### config.mk
export PLATFORM = sky130hd
export DESIGN_NAME = multicycle_sequencer
export DESIGN_NICKNAME = d
export VERILOG_FILES = /design/src/rtl/multicycle_sequencer.sv
export SDC_FILE = /design/constraint.sdc
export NUM_CORES = 1
export LEC_CHECK = 0
export CORE_UTILIZATION = 40
export CTS_CLUSTER_DIAMETER = 80
export DETAILED_ROUTE_END_ITERATION = 8
export GPL_ROUTABILITY_DRIVEN = 1
export PLACE_DENSITY = 0.83
export SYNTH_ARGS = -nofsm -noshare
export SYNTH_HDL_FRONTEND = slang
export SYNTH_SLANG_ARGS = --single-unit
### constraint.sdc
create_clock -name clk -period 3.7 [get_ports clk]
set_input_delay 0.37 -clock clk [delete_from_list [all_inputs] [get_ports clk]]
set_output_delay 0.37 -clock clk [all_outputs]
set_load 0.01 [all_outputs]
### src/rtl/multicycle_sequencer.sv
// multicycle_sequencer
//   Multi-cycle control FSM for the single MIPS32 datapath. Fetches, decodes
//   opc/func once per instruction, then walks EXEC / MEM / writeback states
//   issuing Moore strobes. Memory states wait on the dm ready handshake and
//   abort with mem_err after MEM_TIMEOUT cycles without ready.
//   Optional feature macro: PERF_CNT_EN (retired-instruction counter on
//   instr_cnt; when undefined instr_cnt is tied to zero).
module multicycle_sequencer #(
    parameter int MEM_TIMEOUT = 16
) (
    input  logic        clk,
    input  logic        reset,
    input  logic [5:0]  opc,
    input  logic [5:0]  func,
    input  logic        alu_zero,
    input  logic        mem_ready,
    output logic        ir_we,
    output logic        pc_we,
    output logic [2:0]  npc_slc,
    output logic        regwrite,
    output logic        regdst,
    output logic        memtoreg,
    output logic        alusrc,
    output logic        extop,
    output logic        luiop,
    output logic [2:0]  aluop,
    output logic        jalop,
    output logic        jalrop,
    output logic        memread,
    output logic        memwrite,
    output logic        retire,
    output logic        mem_err,
    output logic [2:0]  state,
    output logic [31:0] instr_cnt
);

    localparam logic [2:0] S_FETCH  = 3'd0;
    localparam logic [2:0] S_DECODE = 3'd1;
    localparam logic [2:0] S_EXEC   = 3'd2;
    localparam logic [2:0] S_MEM_RD = 3'd3;
    localparam logic [2:0] S_MEM_WR = 3'd4;
    localparam logic [2:0] S_WB_ALU = 3'd5;
    localparam logic [2:0] S_WB_MEM = 3'd6;

    localparam logic [3:0] C_NOP  = 4'd0;
    localparam logic [3:0] C_J    = 4'd1;
    localparam logic [3:0] C_JAL  = 4'd2;
    localparam logic [3:0] C_JR   = 4'd3;
    localparam logic [3:0] C_JALR = 4'd4;
    localparam logic [3:0] C_ADDU = 4'd5;
    localparam logic [3:0] C_SUBU = 4'd6;
    localparam logic [3:0] C_ORI  = 4'd7;
    localparam logic [3:0] C_LUI  = 4'd8;
    localparam logic [3:0] C_LW   = 4'd9;
    localparam logic [3:0] C_SW   = 4'd10;
    localparam logic [3:0] C_BEQ  = 4'd11;

    localparam logic [2:0] ALU_ADD = 3'd0;
    localparam logic [2:0] ALU_SUB = 3'd1;
    localparam logic [2:0] ALU_OR  = 3'd2;

    localparam int             CW        = $clog2(MEM_TIMEOUT + 1);
    localparam logic [CW-1:0]  WAIT_LAST = CW'(MEM_TIMEOUT - 1);

    // Map opcode/function fields to an instruction class; unknown encodings are NOPs.
    function automatic logic [3:0] decode_class(input logic [5:0] op, input logic [5:0] fn);
        logic [3:0] cls;
        cls = C_NOP;
        case (op)
            6'h00: begin
                case (fn)
                    6'h08:   cls = C_JR;
                    6'h09:   cls = C_JALR;
                    6'h21:   cls = C_ADDU;
                    6'h23:   cls = C_SUBU;
                    default: cls = C_NOP;
                endcase
            end
            6'h02:   cls = C_J;
            6'h03:   cls = C_JAL;
            6'h04:   cls = C_BEQ;
            6'h0D:   cls = C_ORI;
            6'h0F:   cls = C_LUI;
            6'h23:   cls = C_LW;
            6'h2B:   cls = C_SW;
            default: cls = C_NOP;
        endcase
        return cls;
    endfunction

    logic [2:0]    r_state;
    logic [2:0]    w_next_state;
    logic [3:0]    r_class;
    logic [3:0]    w_dec_class;
    logic [CW-1:0] r_wait_cnt;
    logic          w_wait_last;

    logic          w_ir_we, w_pc_we, w_regwrite, w_regdst, w_memtoreg;
    logic          w_alusrc, w_extop, w_luiop, w_jalop, w_jalrop;
    logic          w_memread, w_memwrite, w_retire, w_mem_err;
    logic [2:0]    w_npc_slc, w_aluop;

    // Only consulted in DECODE, where the instruction register has just been loaded.
    assign w_dec_class = decode_class(opc, func);
    assign w_wait_last = (r_wait_cnt == WAIT_LAST);

    // State register.
    always_ff @(posedge clk or negedge reset) begin
        if (!reset) begin
            r_state <= S_FETCH;
        end else begin
            r_state <= w_next_state;
        end
    end

    // Capture the instruction class once in DECODE so later opc/func changes are ignored.
    always_ff @(posedge clk or negedge reset) begin
        if (!reset) begin
            r_class <= C_NOP;
        end else if (r_state == S_DECODE) begin
            r_class <= w_dec_class;
        end else begin
            r_class <= r_class;
        end
    end

    // Memory wait counter: advances while a MEM state stalls, zero everywhere else.
    always_ff @(posedge clk or negedge reset) begin
        if (!reset) begin
            r_wait_cnt <= '0;
        end else if (((r_state == S_MEM_RD) || (r_state == S_MEM_WR)) && (w_next_state == r_state)) begin
            r_wait_cnt <= r_wait_cnt + CW'(1);
        end else begin
            r_wait_cnt <= '0;
        end
    end

    // Next-state logic.
    always_comb begin
        w_next_state = S_FETCH;
        case (r_state)
            S_FETCH:  w_next_state = S_DECODE;
            S_DECODE: begin
                case (w_dec_class)
                    C_J, C_JAL, C_JR, C_JALR, C_NOP: w_next_state = S_FETCH;
                    default:                          w_next_state = S_EXEC;
                endcase
            end
            S_EXEC: begin
                case (r_class)
                    C_LW:                        w_next_state = S_MEM_RD;
                    C_SW:                        w_next_state = S_MEM_WR;
                    C_ADDU, C_SUBU, C_ORI, C_LUI: w_next_state = S_WB_ALU;
                    default:                     w_next_state = S_FETCH;
                endcase
            end
            S_MEM_RD: begin
                if (mem_ready) begin
                    w_next_state = S_WB_MEM;
                end else if (w_wait_last) begin
                    w_next_state = S_FETCH;
                end else begin
                    w_next_state = S_MEM_RD;
                end
            end
            S_MEM_WR: begin
                if (mem_ready || w_wait_last) begin
                    w_next_state = S_FETCH;
                end else begin
                    w_next_state = S_MEM_WR;
                end
            end
            S_WB_ALU: w_next_state = S_FETCH;
            S_WB_MEM: w_next_state = S_FETCH;
            default:  w_next_state = S_FETCH;
        endcase
    end

    // Moore strobes from state and registered class (DECODE uses the fresh decode).
    always_comb begin
        w_ir_we    = 1'b0;
        w_pc_we    = 1'b0;
        w_npc_slc  = 3'd0;
        w_regwrite = 1'b0;
        w_regdst   = 1'b0;
        w_memtoreg = 1'b0;
        w_alusrc   = 1'b0;
        w_extop    = 1'b0;
        w_luiop    = 1'b0;
        w_aluop    = ALU_ADD;
        w_jalop    = 1'b0;
        w_jalrop   = 1'b0;
        w_memread  = 1'b0;
        w_memwrite = 1'b0;
        w_retire   = 1'b0;
        w_mem_err  = 1'b0;

        // ALU controls stay valid from EXEC through the state that consumes the result.
        if ((r_state == S_EXEC) || (r_state == S_MEM_RD) ||
            (r_state == S_MEM_WR) || (r_state == S_WB_ALU)) begin
            case (r_class)
                C_SUBU: w_aluop = ALU_SUB;
                C_BEQ:  w_aluop = ALU_SUB;
                C_ORI:  begin w_aluop = ALU_OR; w_alusrc = 1'b1; end
                C_LUI:  begin w_aluop = ALU_OR; w_alusrc = 1'b1; w_luiop = 1'b1; end
                C_LW:   begin w_alusrc = 1'b1; w_extop = 1'b1; end
                C_SW:   begin w_alusrc = 1'b1; w_extop = 1'b1; end
                default: w_aluop = ALU_ADD;
            endcase
        end else begin
            w_aluop = ALU_ADD;
        end

        case (r_state)
            S_FETCH: begin
                w_ir_we = 1'b1;
                w_pc_we = 1'b1;
            end
            S_DECODE: begin
                case (w_dec_class)
                    C_J:    begin w_pc_we = 1'b1; w_npc_slc = 3'd2; w_retire = 1'b1; end
                    C_JAL:  begin w_pc_we = 1'b1; w_npc_slc = 3'd2; w_retire = 1'b1;
                                  w_regwrite = 1'b1; w_jalop = 1'b1; end
                    C_JR:   begin w_pc_we = 1'b1; w_npc_slc = 3'd3; w_retire = 1'b1; end
                    C_JALR: begin w_pc_we = 1'b1; w_npc_slc = 3'd3; w_retire = 1'b1;
                                  w_regwrite = 1'b1; w_jalrop = 1'b1; w_regdst = 1'b1; end
                    C_NOP:  w_retire = 1'b1;
                    default: w_retire = 1'b0;
                endcase
            end
            S_EXEC: begin
                if (r_class == C_BEQ) begin
                    w_pc_we   = alu_zero;
                    w_npc_slc = 3'd1;
                    w_retire  = 1'b1;
                end else begin
                    w_retire  = 1'b0;
                end
            end
            S_MEM_RD: begin
                w_memread = 1'b1;
                if (!mem_ready && w_wait_last) begin
                    w_mem_err = 1'b1;
                end else begin
                    w_mem_err = 1'b0;
                end
            end
            S_MEM_WR: begin
                w_memwrite = 1'b1;
                if (mem_ready) begin
                    w_retire = 1'b1;
                end else if (w_wait_last) begin
                    w_mem_err = 1'b1;
                end else begin
                    w_retire = 1'b0;
                end
            end
            S_WB_ALU: begin
                w_regwrite = 1'b1;
                w_regdst   = (r_class == C_ADDU) || (r_class == C_SUBU);
                w_retire   = 1'b1;
            end
            S_WB_MEM: begin
                w_regwrite = 1'b1;
                w_memtoreg = 1'b1;
                w_retire   = 1'b1;
            end
            default: w_retire = 1'b0;
        endcase
    end

    // Outputs are forced low the moment reset asserts, without waiting for a clock.
    assign ir_we    = reset & w_ir_we;
    assign pc_we    = reset & w_pc_we;
    assign npc_slc  = reset ? w_npc_slc : 3'd0;
    assign regwrite = reset & w_regwrite;
    assign regdst   = reset & w_regdst;
    assign memtoreg = reset & w_memtoreg;
    assign alusrc   = reset & w_alusrc;
    assign extop    = reset & w_extop;
    assign luiop    = reset & w_luiop;
    assign aluop    = reset ? w_aluop : 3'd0;
    assign jalop    = reset & w_jalop;
    assign jalrop   = reset & w_jalrop;
    assign memread  = reset & w_memread;
    assign memwrite = reset & w_memwrite;
    assign retire   = reset & w_retire;
    assign mem_err  = reset & w_mem_err;
    assign state    = r_state;

`ifdef PERF_CNT_EN
    logic [31:0] r_instr_cnt;

    // Retired-instruction counter; wraps naturally, aborts never count.
    always_ff @(posedge clk or negedge reset) begin
        if (!reset) begin
            r_instr_cnt <= 32'h0;
        end else if (w_retire) begin
            r_instr_cnt <= r_instr_cnt + 32'h1;
        end else begin
            r_instr_cnt <= r_instr_cnt;
        end
    end

    assign instr_cnt = r_instr_cnt;
`else
    assign instr_cnt = 32'h0;
`endif

endmodule

==> run summary <==
Final Max Tran Viols = 0
Syn Inst Count = 177
Setup Skew = 0.004887 ns
Die Y-Extent = 61.66 um
vias = 1222
worst slack, placed = 0.5453 ns
mean post-synth cell area = 8.044 um^2
routed len/inst = 10.41 um
global-route wire length before repair = 4485 um
Setup WS post-layout = 0.5144 ns
Hold WS = 0.2973 ns
Routed WL = 2676 um
Final #Nets = 230
flop-to-flop setup slack = 1.76 ns
VDD IR-drop max = 206.6 uV
antenna violations before repair = 0
post-synth top area share = 0.2109
CTS tree = yes
Reg2Reg Capture Point = r_class[0]$_DFFE_PN0N_
status = finished clean
antenna-violating nets left = 0
io pins = 71
Starting Density = 0.4234
gr ovfl total = 0
Crit. End Element = output pin
Root Driver = clkbuf_4
cts hold-fix bufs = 0
slowest cell on the critical path = clkdlybuf4s50_1
largest net degree at the start of global routing = 18
Pwr Total = 0.5767 mW
hold violation count in the final report = 0
Post-synth EDFFs = 0
FFs w/ async S/R, synth = 1.000
Synth Warn # = 0
synth top area cells = dfrtp_1 21%, buf_4 18%, nor2_1 5.3%
# rows = 21
DP Cell Count = 253
Worst Path Arrival = 2.82 ns
leak pwr = 0.7075 nW
CTS Buf Count = 3
post-cts sizing count = 0
Final Cell Area = 1732 um^2
leading area contributor after synthesis = dfrtp_1
distinct cell type count after synthesis = 52
WP data required = 3.33 ns
die area = 3802 um^2
clock power share = 0.185
Total GRT Usage = 0.1555
Net Switching = 0.2386 mW
Core Util, Final = 0.5149
most common cell in the synthesized netlist = buf_4
max frequency = 313.9 MHz
switch share = 0.4137
type of origin of the critical path = input pin
post-route insts no fill = 257
clk slew on worst S/H paths = 0.08 ns
CP cell instances = clkdlybuf4s50_1 -> nand3b_1 -> nor4b_2 -> and4b_4 -> nor3_2 -> a21oi_1 -> o32ai_2 -> clkdlybuf4s50_1
Worst Reg-to-Reg Cells = 3
layout cells sized above 1 = 0.09479
critical-path maximum fanout = 6
Hold Path Class = input pin to asynchronous set/reset pin
TNS Setup = 0 ns
vias per cell = 4.755
Int Pwr = 0.3382 mW
Layout Area Growth over Synthesis = 21.62%
Sequential Power Share = 0.366
Comb power frac = 0.448
post-CTS setup buffer count = 0
clk buf depth = 2
core area = 3363 um^2
R2R Path Start = state[0]$_DFF_PN0_
gpl congestion = 0.7889
predominant post-synthesis flop cell = dfrtp_1
final setup vio count = 0
Placed Area = 1695 um^2
Synth Register Bits = 12
PwrDens = 333.0 nW/um^2
WS Path Type = input pin to output pin
sequential fraction of the synthesis area = 0.2109
crit-path most repeated cell = clkdlybuf4s50_1
post-layout min period = 3.186 ns
length of the first detailed-routing pass in iterations = 4
clk_lat worst skew = 0.28 ns
Max-Cap Viols = 0
antenna diode count = 0
drt drc = 0
H-tree depth = 1
port buffer count = 36
final worst-path cycle share = 0.8610
Crit path largest cell delay = 0.57 ns
Die W = 61.66 um
RSZ-0062 raised after global routing = no
Post-synth top cells = 34 x buf_4, 20 x nor2_1, 14 x nand2_1
Syn Std Cell Area = 1424 um^2
Post-DP HPWL = 2124 um
DRC marker count from the first detailed-route iteration = 47
clock sink count = 12
vias in the first global route = 1026
[layer usage]
metal	global-route usage	up-vias	share of wire
met3	0.01471	4	0.066
met5	0	-	0
met4	0.05714	0	0.011
li1	-	625	-
met2	0.2289	54	0.45
met1	0.2334	539	0.47
[sequential cells by signal (all words and copies together), names as in the netlist]
signal	count
r_class	4
state	3
r_wait_cnt	5
[critical path, delay by kind of cell]
kind,cells,cell delay (ns)
compound gates,2,0.34
buf+inv,2,1.10
simple gates,4,1.01
[layout by cell type (no fill, tap or decap), types with 2 or more instances in the layout]
cell type and count:
nand2b_1 6, o21a_1 2, dfrtp_1 12, nor2_1 20, clkbuf_4 3, nand2_1 14, nor3b_1 2, o21ai_0 4
inv_1 3, nand3_1 2, a21oi_1 6, nor3_1 4, and4b_1 2, nor2b_1 8, clkdlybuf4s50_1 36, mux2_2 3
ha_1 2, conb_1 34, nor4b_1 2, o21ai_1 3, and3_1 3, nand3b_1 3, xnor2_1 4, a31oi_1 3
[power by group through the flow]
stage                     Combinational, mW  Clock, mW  Sequential (mW)
final                                 0.259      0.107            0.211
after detailed placement              0.258          0            0.213
after floorplan                       0.230          0            0.174
after global routing                  0.290      0.111            0.220
after global placement                0.254          0            0.211
after CTS                             0.260      0.109            0.210
[worst max-delay path by stage]
stage | start | end | slack [ns] | depth (start not counted)
2_1_floorplan | opc[2] | pc_we | 1.74 | 6
3_3_place_gp | opc[5] | pc_we | 0.58 | 8
3_5_place_dp | opc[5] | regwrite | 0.55 | 8
4_1_cts | opc[5] | regwrite | 0.51 | 8
5_1_grt | opc[5] | pc_we | 0.33 | 8
6_report | opc[5] | regwrite | 0.51 | 8
[logic make-up after synthesis]
kind of cell	synth area share
flip-flops	0.2109
buffers and inverters	0.2030
AND/OR/NAND/NOR	0.3392
multiplexers	0.03866
XOR/XNOR	0.03075
other	0.002634
adder cells (fa/ha/maj)	0.01757
AO/OA/AOI/OAI	0.1573
[final cells by class]
class	instances	area, um^2
Tap cell	46	57.56
Inverter	3	11.26
Clock buffer	4	36.28
Multi-Input combinational cell	155	958.4
Sequential cell	12	300.3
Fill cell	341	1632
Timing Repair Buffer	37	367.9
Power figures use the tool's default switching activity.
==> edit 1, RTL diff (same settings) <==
Add a define of `PERF_CNT_EN`.
--- a/src/rtl/multicycle_sequencer.sv
+++ b/src/rtl/multicycle_sequencer.sv
@@ -5,6 +5,8 @@
 //   abort with mem_err after MEM_TIMEOUT cycles without ready.
 //   Optional feature macro: PERF_CNT_EN (retired-instruction counter on
 //   instr_cnt; when undefined instr_cnt is tied to zero).
+`define PERF_CNT_EN
+
 module multicycle_sequencer #(
     parameter int MEM_TIMEOUT = 16
 ) (
Behaviour: not the same (a bounded check fails within 4 cycles, from zero or initial values and one cycle with reset low).
==> edit 1 against the unedited design <==
  * Area after synthesis grew 95%
  * Wire length rose to 2.6 times the old value
  * Synthesized cell count increased by 69%
  * Combinational power rose to 2.6 times the old value
  * Design area rose by 110%
  * Sequential cell count is 32 higher
  * Power grew to 2.8 times the old value
  * Sequential share of layout area is 13 points higher
  * Setup slack lost 0.34 ns
  * Critical path type unchanged
  * Critical endpoint is now npc_slc[0]
==> edit 1: results (changes against the unedited design) <==
[worst_setup_path]
cp_max_fo = 3  ; -3
timing.rr.end = instr_cnt[31]$_DFFE_PN0N_
rrSetupSlack_ns = 1.31  ; -0.45 ns
crit_start = opc[2]
crit_end = npc_slc[0]
critPathArrivalTime_ns = 3.16  ; +0.34 ns
slowest_stage = or4_4
ff2ff_path_depth = 6  ; +3
critical_path.top_delay_family = simple AND/OR/NAND/NOR gates
reg2reg_from = instr_cnt[2]$_DFFE_PN0N_

[synthesis]
synth_xor_area_frac = 0.117  ; +0.0860
synthAdderAreaFrac = 0.0135  ; -0.00406
synthTopCellsByArea = dfrtp_1, xor2_1, a2111oi_2
synth_compound_area_frac = 0.177  ; +0.0194
synthMuxAreaShare = 0.0171  ; -0.0215
synth_cell_types = 56  ; +7.7%
syn_area_per_cell_um2 = 9.29  ; +15%

[global_routing]
grt_pass1_vias = 2415  ; +140%
use_met1 = 0.268  ; +0.0345
use_met3 = 0.0447  ; +0.0300
gr-usage-met2 = 0.351  ; +0.122

[timing]
skew_ns = 0.00585  ; +0.000966 ns
max_clock_freq_ghz = 0.283  ; -9.7%

[route]
routed_wl_um = 7090  ; +160%
routed_via_density = 5.56  ; +17%
wl_met1_um = 3170  ; +150%
dr_wl_met3_um = 376  ; +110%
drtIter0Drc = 96  ; +100%
met2_length_um = 3520  ; +190%

[placement]
placedInstanceArea_um2 = 3570  ; +110%
place_ws_ns = 0.168  ; -0.378 ns
place.gp.congestion = 0.848  ; +7.5%
dpl.hpwl_um = 5070  ; +140%
dp.cells = 443  ; +75%

[power_and_ir_drop]
power_leakage_nw = 1.57  ; +120%
p_sw_uw = 643  ; +170%
vdd_drop_max_v = 0.000244  ; +18%

[clock_network]
cts-root-buf = clkbuf_8
clk_latency_ns = 0.30  ; +0.02 ns

[outcome]
status = finished, final reports clean

[layout]
largest_reg_flops = 32  ; +27
instances_no_fill = 451  ; +75%
nNetsFinal = 392  ; +70%
drive_above_1_share = 0.118  ; +0.0229

## edit 1: cell count changes after synthesis, moves of 6 or more
cell,before,now
a21oi_1,6,17
nand3_1,2,16
a211oi_1,0,12
xor2_1,1,29
nor2_1,20,27
buf_4,34,2
nand4_1,0,8
inv_1,3,9
dfrtp_1,12,44
a2111oi_2,0,8
nand2_1,14,26
## edit 1: final cells by class
type | instances | area, um^2
timing repair buffer | 81 | 773
clock inverter | 2 | 15.0
sequential | 44 | 1100
fill | 578 | 2860
multi-input combinational | 232 | 1570
inverter | 9 | 33.8
clock buffer | 6 | 82.6
tap | 77 | 96.3
## edit 1: power by group through the flow
stage | clock network, mW | logic, mW | registers [mW]
CTS | 0.332 | 0.662 | 0.637
global placement | 0 | 0.644 | 0.642
detailed placement | 0 | 0.659 | 0.646
global route | 0.357 | 0.726 | 0.654
finish | 0.324 | 0.666 | 0.639
floorplan | 0 | 0.413 | 0.632
==> edit 2, RTL diff (same settings) <==
Without the edit above. Register the output `mem_err`, without a reset; this adds one clock of latency there. The other outputs are not delayed to match. Comments in the files are not updated.
--- a/src/rtl/multicycle_sequencer.sv
+++ b/src/rtl/multicycle_sequencer.sv
@@ -285,7 +285,9 @@
     assign memread  = reset & w_memread;
     assign memwrite = reset & w_memwrite;
     assign retire   = reset & w_retire;
-    assign mem_err  = reset & w_mem_err;
+    always_ff @(posedge clk) begin
+        mem_err <= reset & w_mem_err;
+    end
     assign state    = r_state;
 
 `ifdef PERF_CNT_EN
Function: no difference found for any inputs over 10 cycles, from zero or initial values and one cycle with reset low; that may be too few to reach the edited logic, so the function may still have changed.
==> edit 2 against the unedited design <==
  * Clock power shrank 17%
  * Synthesized cell count grew 0.56%
  * Area after synthesis grew 1.4%
  * Setup slack gained 0.013 ns
  * Worst hold slack gained 0.10 ns
  * Clock skew shrank 0.0032 ns
  * Power shrank 0.48%
  * Wire length grew 7.4%
  * Sequential cell count grew 1
  * First-iteration DRC count shrank 51%
  * Design area grew 0.58%
  * Critical path type unchanged
  * Critical endpoint is now pc_we
  * Highest routed layer unchanged
==> edit 2: results (changes against the unedited design) <==
[global_routing]
grt_pass1_wl_um = 4590  ; +2.3%
grt_pass1_vias = 1059  ; +3.2%
use_met1 = 0.210  ; -0.0230
use_met3 = 0.0248  ; +0.0101
grt_use_total = 0.158  ; +0.00261
grt_max_degree = 18  ; unchanged
gr-usage-met2 = 0.261  ; +0.0325

[route]
routed_via_density = 4.93  ; +3.8%
vias = 1273  ; +4.2%
drtIter0Drc = 23  ; -51%
drt_pass1_iterations = 5  ; +1
routed_wl_um = 2880  ; +7.4%

[layout]
largest_reg_flops = 5  ; unchanged
diodes = 0  ; unchanged
drive_above_1_share = 0.0896  ; -0.00516
nNetsFinal = 231  ; +0.43%

[clock_network]
clock_path_buffers = 2  ; unchanged
cts-root-buf = clkbuf_4
htree_levels = 1  ; unchanged

[synthesis]
synthCells = 178  ; +0.56%
ys_seq_area_frac = 0.222  ; +0.0109
synthArstFlopShare = 0.923  ; -0.0769
synthTopCellsByArea = dfrtp_1, buf_4, nor2_1
synth_cell_types = 53  ; +1.9%

[power_and_ir_drop]
vdd_drop_max_v = 0.000190  ; -8.0%
power_leakage_nw = 0.710  ; +0.29%
powerSeq_uw = 224  ; +6%
switching_share = 0.423  ; +0.00982
p_int_uw = 331  ; -2.1%
power.clock.fraction = 0.155  ; -0.030

[outcome]
status = finished, final reports clean

[timing]
skew_ns = 0.00173  ; -0.00316 ns

[placement]
io_buffer_count = 36  ; unchanged
place.gp.congestion = 0.747  ; -5.3%
dp.cells = 254  ; +0.40%
dpl.hpwl_um = 2260  ; +6.6%
place_ws_ns = 0.527  ; -0.0185 ns

[worst_setup_path]
critPathArrivalTime_ns = 2.80  ; -0.02 ns

[worst_hold_path]
hp-class = input pin to async pin

[edit 2: critical path, cell delays in order]
cell	delay, ns
clkdlybuf4s50_1	0.53
nand3b_1	0.25
nor4b_2	0.30
o21bai_4	0.21
and3b_2	0.28
a21oi_2	0.07
a221oi_2	0.21
clkdlybuf4s50_1	0.58
[edit 2: metal layers]
| metal | part of all wire | vias up |
|---|---|---|
| met5 | 0 | - |
| met3 | 0.059 | 4 |
| met2 | 0.47 | 53 |
| met1 | 0.46 | 590 |
| li1 | - | 626 |
| met4 | 0.0087 | 0 |
[edit 2: worst paths after layout]
check                                             start                       to  slack [ns]  cells past startpoint
worst max-delay path                             opc[5]                    pc_we        0.53                      8
worst min-delay path                              reset       state[0]$_DFF_PN0_        0.40                      1
worst max register to register       state[0]$_DFF_PN0_   r_class[2]$_DFFE_PN0N_        1.75                      3
worst min register to register  r_wait_cnt[0]$_DFF_PN0_  r_wait_cnt[0]$_DFF_PN0_        0.47                      1
max in group asynchronous                         reset       state[2]$_DFF_PN0_        2.81                      2
min in group clk                r_wait_cnt[0]$_DFF_PN0_  r_wait_cnt[0]$_DFF_PN0_        0.47                      1
[edit 2: cells by family after synthesis]
logic type | after synthesis | share of synthesized area
and+or+nand+nor | 79 | 0.334
buffers and inverters | 43 | 0.200
AOI/OAI and AO/OA | 30 | 0.155
DFF | 13 | 0.222
xor gates and xnor gates | 5 | 0.0303
muxes | 5 | 0.0381
adders and majority gates | 2 | 0.0173
other | 1 | 0.00260
[edit 2: layout make-up]
cell class	count	share of cell area
Clock buffer	4	0.0151
Inverter	3	0.00647
Multi-Input combinational cell	155	0.550
Sequential cell	13	0.184
Tap cell	46	0.0330
Timing Repair Buffer	37	0.211
